### src/rtl/cpu2.sv
// cpu2 -- single-cycle 32-bit MIPS-subset processor core.
//
// One instruction is fetched, decoded and executed every Clk period. The
// instruction memory is combinational (Inst is the word at Iaddr); the data
// memory reads combinationally (Dread is the word at Daddr) and writes on the
// rising Clk edge when Wmem is high. PC, register file and data-memory write
// all commit on the same rising edge.
//
// Ports:
//   Clk    in   1   system clock, state updates on the rising edge
//   Clrn   in   1   asynchronous active-low reset (PC and all registers -> 0)
//   Inst   in  32   instruction word at Iaddr
//   Dread  in  32   data word at Daddr
//   Iaddr  out 32   byte address of the current instruction (PC)
//   Daddr  out 32   byte address for data access (ALU result)
//   Dwrite out 32   store data (register rt)
//   Wmem   out  1   data-memory write enable, high only for sw
//
// Supported: add sub and or xor sll srl sra jr, addi andi ori xori lw sw
// beq bne lui, j, and jal when built with CPU2_JAL_EN defined.
//
// Configuration macro:
//   CPU2_JAL_EN  defined   -> jal links PC+4 into $31 and jumps
//                undefined -> opcode 6'b000011 is a NOP; no link write path
//
// Anything not decoded is a NOP: no register write, Wmem = 0, PC+4.

module cpu2 (
  input  logic        Clk,
  input  logic        Clrn,
  input  logic [31:0] Inst,
  input  logic [31:0] Dread,
  output logic [31:0] Iaddr,
  output logic [31:0] Daddr,
  output logic [31:0] Dwrite,
  output logic        Wmem
);

  // Opcodes
  localparam logic [5:0] OP_RTYPE = 6'b000000;
  localparam logic [5:0] OP_J     = 6'b000010;
  localparam logic [5:0] OP_JAL   = 6'b000011;
  localparam logic [5:0] OP_BEQ   = 6'b000100;
  localparam logic [5:0] OP_BNE   = 6'b000101;
  localparam logic [5:0] OP_ADDI  = 6'b001000;
  localparam logic [5:0] OP_ANDI  = 6'b001100;
  localparam logic [5:0] OP_ORI   = 6'b001101;
  localparam logic [5:0] OP_XORI  = 6'b001110;
  localparam logic [5:0] OP_LUI   = 6'b001111;
  localparam logic [5:0] OP_LW    = 6'b100011;
  localparam logic [5:0] OP_SW    = 6'b101011;

  // R-type function codes
  localparam logic [5:0] FN_SLL = 6'b000000;
  localparam logic [5:0] FN_SRL = 6'b000010;
  localparam logic [5:0] FN_SRA = 6'b000011;
  localparam logic [5:0] FN_JR  = 6'b001000;
  localparam logic [5:0] FN_ADD = 6'b100000;
  localparam logic [5:0] FN_SUB = 6'b100010;
  localparam logic [5:0] FN_AND = 6'b100100;
  localparam logic [5:0] FN_OR  = 6'b100101;
  localparam logic [5:0] FN_XOR = 6'b100110;

  typedef enum logic [3:0] {
    ALU_ADD, ALU_SUB, ALU_AND, ALU_OR, ALU_XOR,
    ALU_SLL, ALU_SRL, ALU_SRA, ALU_PASSB
  } alu_op_e;

  typedef enum logic [1:0] {EXT_SIGN, EXT_ZERO, EXT_HIGH} ext_e;
  typedef enum logic [1:0] {DST_RD, DST_RT, DST_LINK} dst_e;
  typedef enum logic [1:0] {WB_ALU, WB_MEM, WB_LINK} wb_e;
  typedef enum logic [2:0] {NPC_SEQ, NPC_BEQ, NPC_BNE, NPC_JUMP, NPC_JR} npc_e;

  // Immediate extension helpers
  function automatic logic [31:0] sext16(input logic [15:0] v);
    return {{16{v[15]}}, v};
  endfunction

  function automatic logic [31:0] zext16(input logic [15:0] v);
    return {16'h0000, v};
  endfunction

  // Architectural state
  logic [31:0] pc_r;
  logic [31:0] regs_r [0:31];

  // Instruction fields
  logic [5:0]  op_s;
  logic [4:0]  rs_s;
  logic [4:0]  rt_s;
  logic [4:0]  rd_s;
  logic [4:0]  sa_s;
  logic [5:0]  funct_s;
  logic [15:0] imm_s;
  logic [25:0] target_s;

  assign op_s     = Inst[31:26];
  assign rs_s     = Inst[25:21];
  assign rt_s     = Inst[20:16];
  assign rd_s     = Inst[15:11];
  assign sa_s     = Inst[10:6];
  assign funct_s  = Inst[5:0];
  assign imm_s    = Inst[15:0];
  assign target_s = Inst[25:0];

  // Decoded control
  alu_op_e     alu_op_s;
  ext_e        ext_s;
  logic        b_imm_s;
  dst_e        dst_s;
  wb_e         wb_s;
  logic        reg_wen_s;
  logic        mem_wr_s;
  npc_e        npc_sel_s;

  // Datapath
  logic [31:0] rs_val_s;
  logic [31:0] rt_val_s;
  logic [31:0] sext_imm_s;
  logic [31:0] ext_imm_s;
  logic [31:0] alu_b_s;
  logic [31:0] alu_s;
  logic [4:0]  wr_addr_s;
  logic [31:0] wr_data_s;
  logic [31:0] pc_plus4_s;
  logic [31:0] br_target_s;
  logic [31:0] jump_target_s;
  logic [31:0] pc_next_s;

  // Main decoder: every unlisted opcode/funct keeps the NOP defaults
  always_comb begin
    alu_op_s  = ALU_ADD;
    ext_s     = EXT_SIGN;
    b_imm_s   = 1'b0;
    dst_s     = DST_RD;
    wb_s      = WB_ALU;
    reg_wen_s = 1'b0;
    mem_wr_s  = 1'b0;
    npc_sel_s = NPC_SEQ;
    case (op_s)
      OP_RTYPE: begin
        case (funct_s)
          FN_ADD: begin reg_wen_s = 1'b1; alu_op_s = ALU_ADD; end
          FN_SUB: begin reg_wen_s = 1'b1; alu_op_s = ALU_SUB; end
          FN_AND: begin reg_wen_s = 1'b1; alu_op_s = ALU_AND; end
          FN_OR:  begin reg_wen_s = 1'b1; alu_op_s = ALU_OR;  end
          FN_XOR: begin reg_wen_s = 1'b1; alu_op_s = ALU_XOR; end
          FN_SLL: begin reg_wen_s = 1'b1; alu_op_s = ALU_SLL; end
          FN_SRL: begin reg_wen_s = 1'b1; alu_op_s = ALU_SRL; end
          FN_SRA: begin reg_wen_s = 1'b1; alu_op_s = ALU_SRA; end
          FN_JR:  begin npc_sel_s = NPC_JR; end
          default: begin reg_wen_s = 1'b0; end
        endcase
      end
      OP_ADDI: begin
        reg_wen_s = 1'b1; dst_s = DST_RT; b_imm_s = 1'b1;
        ext_s = EXT_SIGN; alu_op_s = ALU_ADD;
      end
      OP_ANDI: begin
        reg_wen_s = 1'b1; dst_s = DST_RT; b_imm_s = 1'b1;
        ext_s = EXT_ZERO; alu_op_s = ALU_AND;
      end
      OP_ORI: begin
        reg_wen_s = 1'b1; dst_s = DST_RT; b_imm_s = 1'b1;
        ext_s = EXT_ZERO; alu_op_s = ALU_OR;
      end
      OP_XORI: begin
        reg_wen_s = 1'b1; dst_s = DST_RT; b_imm_s = 1'b1;
        ext_s = EXT_ZERO; alu_op_s = ALU_XOR;
      end
      OP_LUI: begin
        reg_wen_s = 1'b1; dst_s = DST_RT; b_imm_s = 1'b1;
        ext_s = EXT_HIGH; alu_op_s = ALU_PASSB;
      end
      OP_LW: begin
        reg_wen_s = 1'b1; dst_s = DST_RT; wb_s = WB_MEM;
        b_imm_s = 1'b1; ext_s = EXT_SIGN; alu_op_s = ALU_ADD;
      end
      OP_SW: begin
        mem_wr_s = 1'b1; b_imm_s = 1'b1;
        ext_s = EXT_SIGN; alu_op_s = ALU_ADD;
      end
      OP_BEQ: begin npc_sel_s = NPC_BEQ; end
      OP_BNE: begin npc_sel_s = NPC_BNE; end
      OP_J:   begin npc_sel_s = NPC_JUMP; end
`ifdef CPU2_JAL_EN
      OP_JAL: begin
        npc_sel_s = NPC_JUMP; reg_wen_s = 1'b1;
        dst_s = DST_LINK; wb_s = WB_LINK;
      end
`endif
      default: begin reg_wen_s = 1'b0; end
    endcase
  end

  // Register read ports; $0 is hard-wired to zero on read
  assign rs_val_s = (rs_s == 5'd0) ? 32'h0000_0000 : regs_r[rs_s];
  assign rt_val_s = (rt_s == 5'd0) ? 32'h0000_0000 : regs_r[rt_s];

  assign sext_imm_s = sext16(imm_s);

  // Immediate extension selected by the decoder
  always_comb begin
    ext_imm_s = sext_imm_s;
    case (ext_s)
      EXT_SIGN: ext_imm_s = sext_imm_s;
      EXT_ZERO: ext_imm_s = zext16(imm_s);
      EXT_HIGH: ext_imm_s = {imm_s, 16'h0000};
      default:  ext_imm_s = sext_imm_s;
    endcase
  end

  assign alu_b_s = b_imm_s ? ext_imm_s : rt_val_s;

  // ALU; shifts take rt and the sa field, add/sub wrap without trapping
  always_comb begin
    alu_s = 32'h0000_0000;
    case (alu_op_s)
      ALU_ADD:   alu_s = rs_val_s + alu_b_s;
      ALU_SUB:   alu_s = rs_val_s - alu_b_s;
      ALU_AND:   alu_s = rs_val_s & alu_b_s;
      ALU_OR:    alu_s = rs_val_s | alu_b_s;
      ALU_XOR:   alu_s = rs_val_s ^ alu_b_s;
      ALU_SLL:   alu_s = rt_val_s << sa_s;
      ALU_SRL:   alu_s = rt_val_s >> sa_s;
      ALU_SRA:   alu_s = $unsigned($signed(rt_val_s) >>> sa_s);
      ALU_PASSB: alu_s = alu_b_s;
      default:   alu_s = 32'h0000_0000;
    endcase
  end

  assign pc_plus4_s    = pc_r + 32'd4;
  assign br_target_s   = pc_plus4_s + {sext_imm_s[29:0], 2'b00};
  assign jump_target_s = {pc_plus4_s[31:28], target_s, 2'b00};

  // Register write-port address and data selection
  always_comb begin
    wr_addr_s = rd_s;
    wr_data_s = alu_s;
    case (dst_s)
      DST_RD:   wr_addr_s = rd_s;
      DST_RT:   wr_addr_s = rt_s;
`ifdef CPU2_JAL_EN
      DST_LINK: wr_addr_s = 5'd31;
`endif
      default:  wr_addr_s = rd_s;
    endcase
    case (wb_s)
      WB_ALU:   wr_data_s = alu_s;
      WB_MEM:   wr_data_s = Dread;
`ifdef CPU2_JAL_EN
      WB_LINK:  wr_data_s = pc_plus4_s;
`endif
      default:  wr_data_s = alu_s;
    endcase
  end

  // Next-PC selection
  always_comb begin
    pc_next_s = pc_plus4_s;
    case (npc_sel_s)
      NPC_SEQ:  pc_next_s = pc_plus4_s;
      NPC_BEQ:  pc_next_s = (rs_val_s == rt_val_s) ? br_target_s : pc_plus4_s;
      NPC_BNE:  pc_next_s = (rs_val_s != rt_val_s) ? br_target_s : pc_plus4_s;
      NPC_JUMP: pc_next_s = jump_target_s;
      NPC_JR:   pc_next_s = rs_val_s;
      default:  pc_next_s = pc_plus4_s;
    endcase
  end

  // Program counter
  always_ff @(posedge Clk or negedge Clrn) begin
    if (!Clrn) begin
      pc_r <= 32'h0000_0000;
    end else begin
      pc_r <= pc_next_s;
    end
  end

  // Register file write port; $0 writes are dropped
  always_ff @(posedge Clk or negedge Clrn) begin
    if (!Clrn) begin
      for (int i = 0; i < 32; i++) begin
        regs_r[i] <= 32'h0000_0000;
      end
    end else if (reg_wen_s && (wr_addr_s != 5'd0)) begin
      regs_r[wr_addr_s] <= wr_data_s;
    end
  end

  assign Iaddr  = pc_r;
  assign Daddr  = alu_s;
  assign Dwrite = rt_val_s;
  // Clrn gating keeps an in-flight sw from writing while reset is held
  assign Wmem   = mem_wr_s & Clrn;

endmodule

### config.mk
export PLATFORM = sky130hd
export DESIGN_NAME = cpu2
export DESIGN_NICKNAME = d
export VERILOG_FILES = /design/src/rtl/cpu2.sv
export SDC_FILE = /design/constraint.sdc
export NUM_CORES = 2
export LEC_CHECK = 0
export BUFFER_PORTS_ARGS = -buffer_cell sky130_fd_sc_hd__buf_2
export CAP_MARGIN = 25
export CORE_MARGIN = 10
export CORE_UTILIZATION = 55
export CTS_CLUSTER_DIAMETER = 80
export DETAILED_ROUTE_END_ITERATION = 12
export PLACE_DENSITY = 0.82
export SETUP_SLACK_MARGIN = 0.02
export SYNTH_ARGS = -nofsm -noshare
export SYNTH_HDL_FRONTEND = slang
export SYNTH_SLANG_ARGS = --single-unit
### constraint.sdc
create_clock -name Clk -period 16 [get_ports Clk]
set_clock_uncertainty 0.2 [all_clocks]
set_input_delay 2.4 -clock Clk [delete_from_list [all_inputs] [get_ports Clk]]
set_output_delay 2.4 -clock Clk [all_outputs]
set_load 0.02 [all_outputs]
# Word level (Yosys, flattened, before mapping)
# Index checks and enable logic that the tools add are counted.
dict set report word_totals {
  inputBits 66
  word_cells 129
  output_inout_bits 97
  ff_bits 1056
}
dict set report classes {
  bitwise_logic 7
  n_mux 30
  add_sub_neg 4
  n_reduce_logical 12
  n_shift 3
  n_eq_ne 36
  n_lt_le_gt_ge 4
}
# cell n
set op_table {}
lappend op_table {{bitwise mux 1024 bit} 1}
lappend op_table {{two-way mux 32 bit} 11}
lappend op_table {{binary-select mux 32 bit (select 5 bit)} 2}
lappend op_table {{one-hot mux 32 bit (9 select lines)} 1}
lappend op_table {{demux 32 bit (select 5 bit)} 1}
lappend op_table {{one-hot mux 32 bit (4 select lines)} 1}
lappend op_table {{adder 32 bit} 2}
lappend op_table {{one-hot mux 32 bit (2 select lines)} 1}
lappend op_table {{== test 6 bit, second input constant} 7}
lappend op_table {{== test 6 x 4 -> 1 bit, second input constant} 6}
lappend op_table {{adder 32 x 3 -> 32 bit, second input constant} 1}
lappend op_table {{AND 32 bit} 1}
lappend op_table {{== test 32 bit} 1}
lappend op_table {{inequality test 32 bit} 1}
lappend op_table {{OR 32 bit} 1}
lappend op_table {{<< shifter 32 x 5 -> 32 bit} 1}
lappend op_table {{>> shifter 32 x 5 -> 32 bit} 1}
lappend op_table {{>>> shifter 32 x 5 -> 32 bit} 1}
lappend op_table {{subtractor 32 bit} 1}
lappend op_table {{XOR 32 bit} 1}
lappend op_table {{one-hot mux 3 bit (7 select lines)} 1}
lappend op_table {{one-hot mux 4 bit (5 select lines)} 1}
lappend op_table {{== test 6 x 2 -> 1 bit, second input constant} 3}
lappend op_table {{greater-or-equal comparator 6 bit, second input constant} 3}
lappend op_table {{28 further kinds} 45}

# Depth between registers and ports, before layout
dict set report logic_depth {
  depth_word 11
  ltp_mapped 34
  mapped_depth_nobuf 28
}

# Worst setup path before layout
# Ideal clock, no wire load.
dict set report synth_timing {
  path_kind {in2out}
  from {input Inst[17]}
  to {output Daddr[25]}
  slack_ps 5033
  arrival_time_ps 8367
  required_time_ps 13400
  stages 26
  n_path_buf 4
  path_cell_list {buf_2 buf_2 buf_1 clkbuf_1 mux4_2 a211o_1 nand3_1 nor2_1 a31o_2 inv_1 ha_1 nand2_1 or4_1 o31ai_1 xnor2_1 ha_1 a21o_1 a21o_1 a21o_1 o31ai_1 a211oi_1 o21ai_0 nand2b_1 xnor2_1 o221ai_1 or3_1}
}
dict set report synth_between {
  elab_chain_len 8
  elab_cells_between_ends 16
  cone_classes {2 x add/sub; 3 x shift; 6 x mux; 4 x bitwise; 1 x reduce/logical}
}
# element line_no
set synth_rtl {}
lappend synth_rtl {{start, declared} 31} ;# input logic [31:0] Inst,
lappend synth_rtl {{inverter 5 -> 6 bit (implied by the code)} 198} ;# assign rt_val_s = (rt_s == 5'd0) ? 32'h0000_0000 : regs_r[rt_s];
lappend synth_rtl {{binary-select mux 32 bit (select 5 bit)} 198}
lappend synth_rtl {{two-way mux 32 bit (implied by the code) (2 in a row)} 198}
lappend synth_rtl {{two-way mux 32 bit *} 198}
lappend synth_rtl {{two-way mux 32 bit} 213} ;# assign alu_b_s = b_imm_s ? ext_imm_s : rt_val_s;
lappend synth_rtl {{subtractor 32 bit (tied with other cells)} 220} ;# ALU_SUB: alu_s = rs_val_s - alu_b_s;
lappend synth_rtl {{one-hot mux 32 bit (9 select lines) *} 218} ;# case (alu_op_s)
lappend synth_rtl {{end, declared} 34} ;# output logic [31:0] Daddr,
# Mark *: on every way between the ends. The rest lies on a longest branch, timed or not. The select of a mux whose other input is x is not followed.

# Worst setup path after layout
dict set report layout_timing {
  from {input Inst[16]}
  to {output Daddr[19]}
}
# Same word-level chain as after synthesis.

==> results.json <==
{
  "status": "finished clean",
  "die_height_um": 372,
  "drt_iter0_drc": 9602,
  "critPathMaxStageDelay_ps": 940,
  "tightest_slew_ps": 1220,
  "netlist_instances": 6144,
  "cts_max_level": 3,
  "path_clk_slew_ps": 70,
  "slew_viol_final": 0,
  "period_minus_slack_ps": 13190,
  "yosysUniqueCellTypes": 100,
  "syn_area_per_cell_um2": 11.1,
  "worst_ep_arrival_time_ps": 10590,
  "worstSetupPathType": "in -> out",
  "gp_congestion": 1.07,
  "numCtsBuffers": 107,
  "grt_max_degree": 179,
  "clockBufferDepth": 3,
  "p_leak_uw": 0.0330,
  "drive_above_1_share": 0.289,
  "yosysWarnings": 0,
  "critical_path_required_ps": 13400,
  "setup_tns_ps": 0,
  "ys_seq_elements": 1056,
  "dieArea_um2": 138000,
  "startpoint_type": "input pin",
  "setup_viol_count_final": 0,
  "yosys-top-cells-count": "1056 x dfrtp_1, 673 x nand2_1, 596 x mux2_2, 469 x mux4_2, 463 x o21ai_0",
  "dp_hpwl_um": 179000,
  "clkLatencyLatePin_ps": 780,
  "max_freq_ghz": 0.0758,
  "r2r_slack_ps": 7650,
  "area_delta_synth_final_pct": 8.78,
  "rsz0062_at_grt": "false",
  "crit_family": "compound AO/OA/AOI/OAI gates",
  "wl_per_cell_um": 35.6,
  "hold_viol": 0,
  "cts_hold_buf": 0,
  "cts-root-buf": "clkbuf_16",
  "grt_overflow": 0,
  "cts_tree": "done",
  "wl_um": 276000,
  "slowest_stage": "a2111oi_0",
  "cap_violations": 0,
  "synth-edff-count": 0,
  "io_buffers": 162,
  "boundaryPins": 163,
  "clock_sinks": 1056,
  "start_util": 0.553,
  "yosys_most_used_dff": "dfrtp_1",
  "crit_buf_inv": 3,
  "drc": 0,
  "seq_area_frac_synth": 0.388,
  "min_to": "regs_r[1004]$_DFFE_PN0P_",
  "worstReg2RegStart": "regs_r[130]$_DFFE_PN0P_",
  "rows": 129,
  "async_flop_share": 1.00,
  "syn-cell-area_um2": 68200,
  "nets": 6227,
  "min_path_cells": 0,
  "grt_pass1_wl_um": 398000,
  "layout.cells.non_filler": 7770,
  "worstRegToRegCells": 21,
  "r2r_end": "regs_r[691]$_DFFE_PN0P_",
  "cts_setup_buffers": 0,
  "synth_top_area_share": 0.388,
  "ir_drop_v": 0.000112,
  "fin_crit_sh": 0.824,
  "antenna_found_initial": 20,
  "vias": 59000,
  "die_x_um": 372,
  "coreArea_um2": 123000,
  "viasPerCell": 7.59,
  "min-delay-start": "regs_r[1004]$_DFFE_PN0P_",
  "synthTopCellsByArea": "dfrtp_1 39%, mux4_2 15%, mux2_2 9.8%",
  "syn_nets": 6340,
  "synth_top_area_cell": "dfrtp_1",
  "hp-class": "reg -> reg",
  "cp_max_fo": 64,
  "endpoint_kind": "output pin",
  "dp.cells": 7546,
  "powerDensity_nw_per_um2": 109,
  "grt_pass1_vias": 58500,
  "antenna_left": 0,
  "max_slew_margin": 0.184,
  "track_usage": 0.389,
  "first_pass_iters": 9,
  "path_cells": "buf_8 > buf_4 > mux4_2 > a22o_1 > a211o_1 > nand3_1 > a41oi_1 > a2111oi_2 > nand2_1 > o41ai_1 > xnor2_1 > ha_1 > and3_1 > and3b_1 > o31ai_1 > a21oi_1 > o21a_1 > nor2_1 > xnor2_1 > a2111oi_0 > nand2_1 > buf_2",
  "synth.most_common_cell": "dfrtp_1",
  "cts_resized": 0
}
==> cells by family (layout without fill, tap and decap cells) <==
family	Yosys count	in the layout	synth area share
muxes	1286	1286	0.288
other	0	13	0
adders and majority gates	130	130	0.0241
xor gates and xnor gates	129	129	0.0166
DFF	1056	1056	0.388
AOI/OAI and AO/OA	1485	1485	0.145
and+or+nand+nor	1334	1334	0.0888
buffers and inverters	724	700	0.0493
==> routing by layer <==
| layer | wire length, um | GRT usage | up-vias |
|---|---|---|---|
| met2 | 117000 | 0.566 | 5046 |
| met4 | 25100 | 0.286 | 18 |
| met1 | 93100 | 0.471 | 29300 |
| met3 | 40600 | 0.147 | 1471 |
| met5 | 131 | 0 | - |
| li1 | - | - | 23100 |
==> placed cells by master, fill, tap and decap left out, drive strengths merged, types with 128 or more instances in the layout <==
master | Yosys | routed
clkbuf | 421 | 146
mux2 | 598 | 598
inv | 126 | 132
mux2i | 209 | 209
ha | 128 | 128
buf | 175 | 371
nand2 | 673 | 673
dfrtp | 1056 | 1056
mux4 | 479 | 479
nor2 | 211 | 211
o21ai | 509 | 509
a21oi | 158 | 158
==> worst max path at each step <==
stage	from	endpoint	slack, ps	depth (start not counted)
finish	Inst[16]	Daddr[19]	2810	22
global route	Inst[16]	Daddr[19]	2450	22
CTS	Inst[16]	Daddr[19]	2990	22
detailed placement	Inst[16]	Daddr[19]	3040	22
global placement	Inst[16]	Daddr[19]	3080	22
floorplan	Inst[17]	Daddr[25]	5030	26
==> power by group <==
part	internal, uW	leakage [uW]	switching (uW)	total, uW
registers	2940	0.0145	232	3170
logic	843	0.0167	1370	2210
clock network	1510	0.00182	1170	2680
total	5290	0.0330	2780	8060
==> per-stage QoR <==
stage / utilization / power (uW) / area (um2) / worst slack (ps) / hold slack, ps
final: 0.601 / 8060 / 74100 / 2810 / 202
after global routing: 0.601 / 8310 / 74100 / 2450 / 209
after CTS: 0.599 / 7960 / 73900 / 2990 / 197
after detailed placement: 0.569 / 5310 / 70200 / 3040 / 184
after global placement: 0.568 / 5230 / 70000 / 3080 / 177
after floorplan: - / 4570 / 68200 / 5030 / 241
==> final cells by class <==
cell class              count  area [um2]
fillers                  9365       49200
multi-input cells        4364       38700
flip-flops and latches   1056       26400
clock buffers             143        3000
repair buffers            374        2700
well taps                1637        2050
clock inverters            55         731
inverters                 128         480
diodes                     13        32.5
==> flip-flops by register name (all words and copies together) (netlist names) <==
signal and cells:
Iaddr 32, regs_r 1024
(Power assumes the default switching activity.)
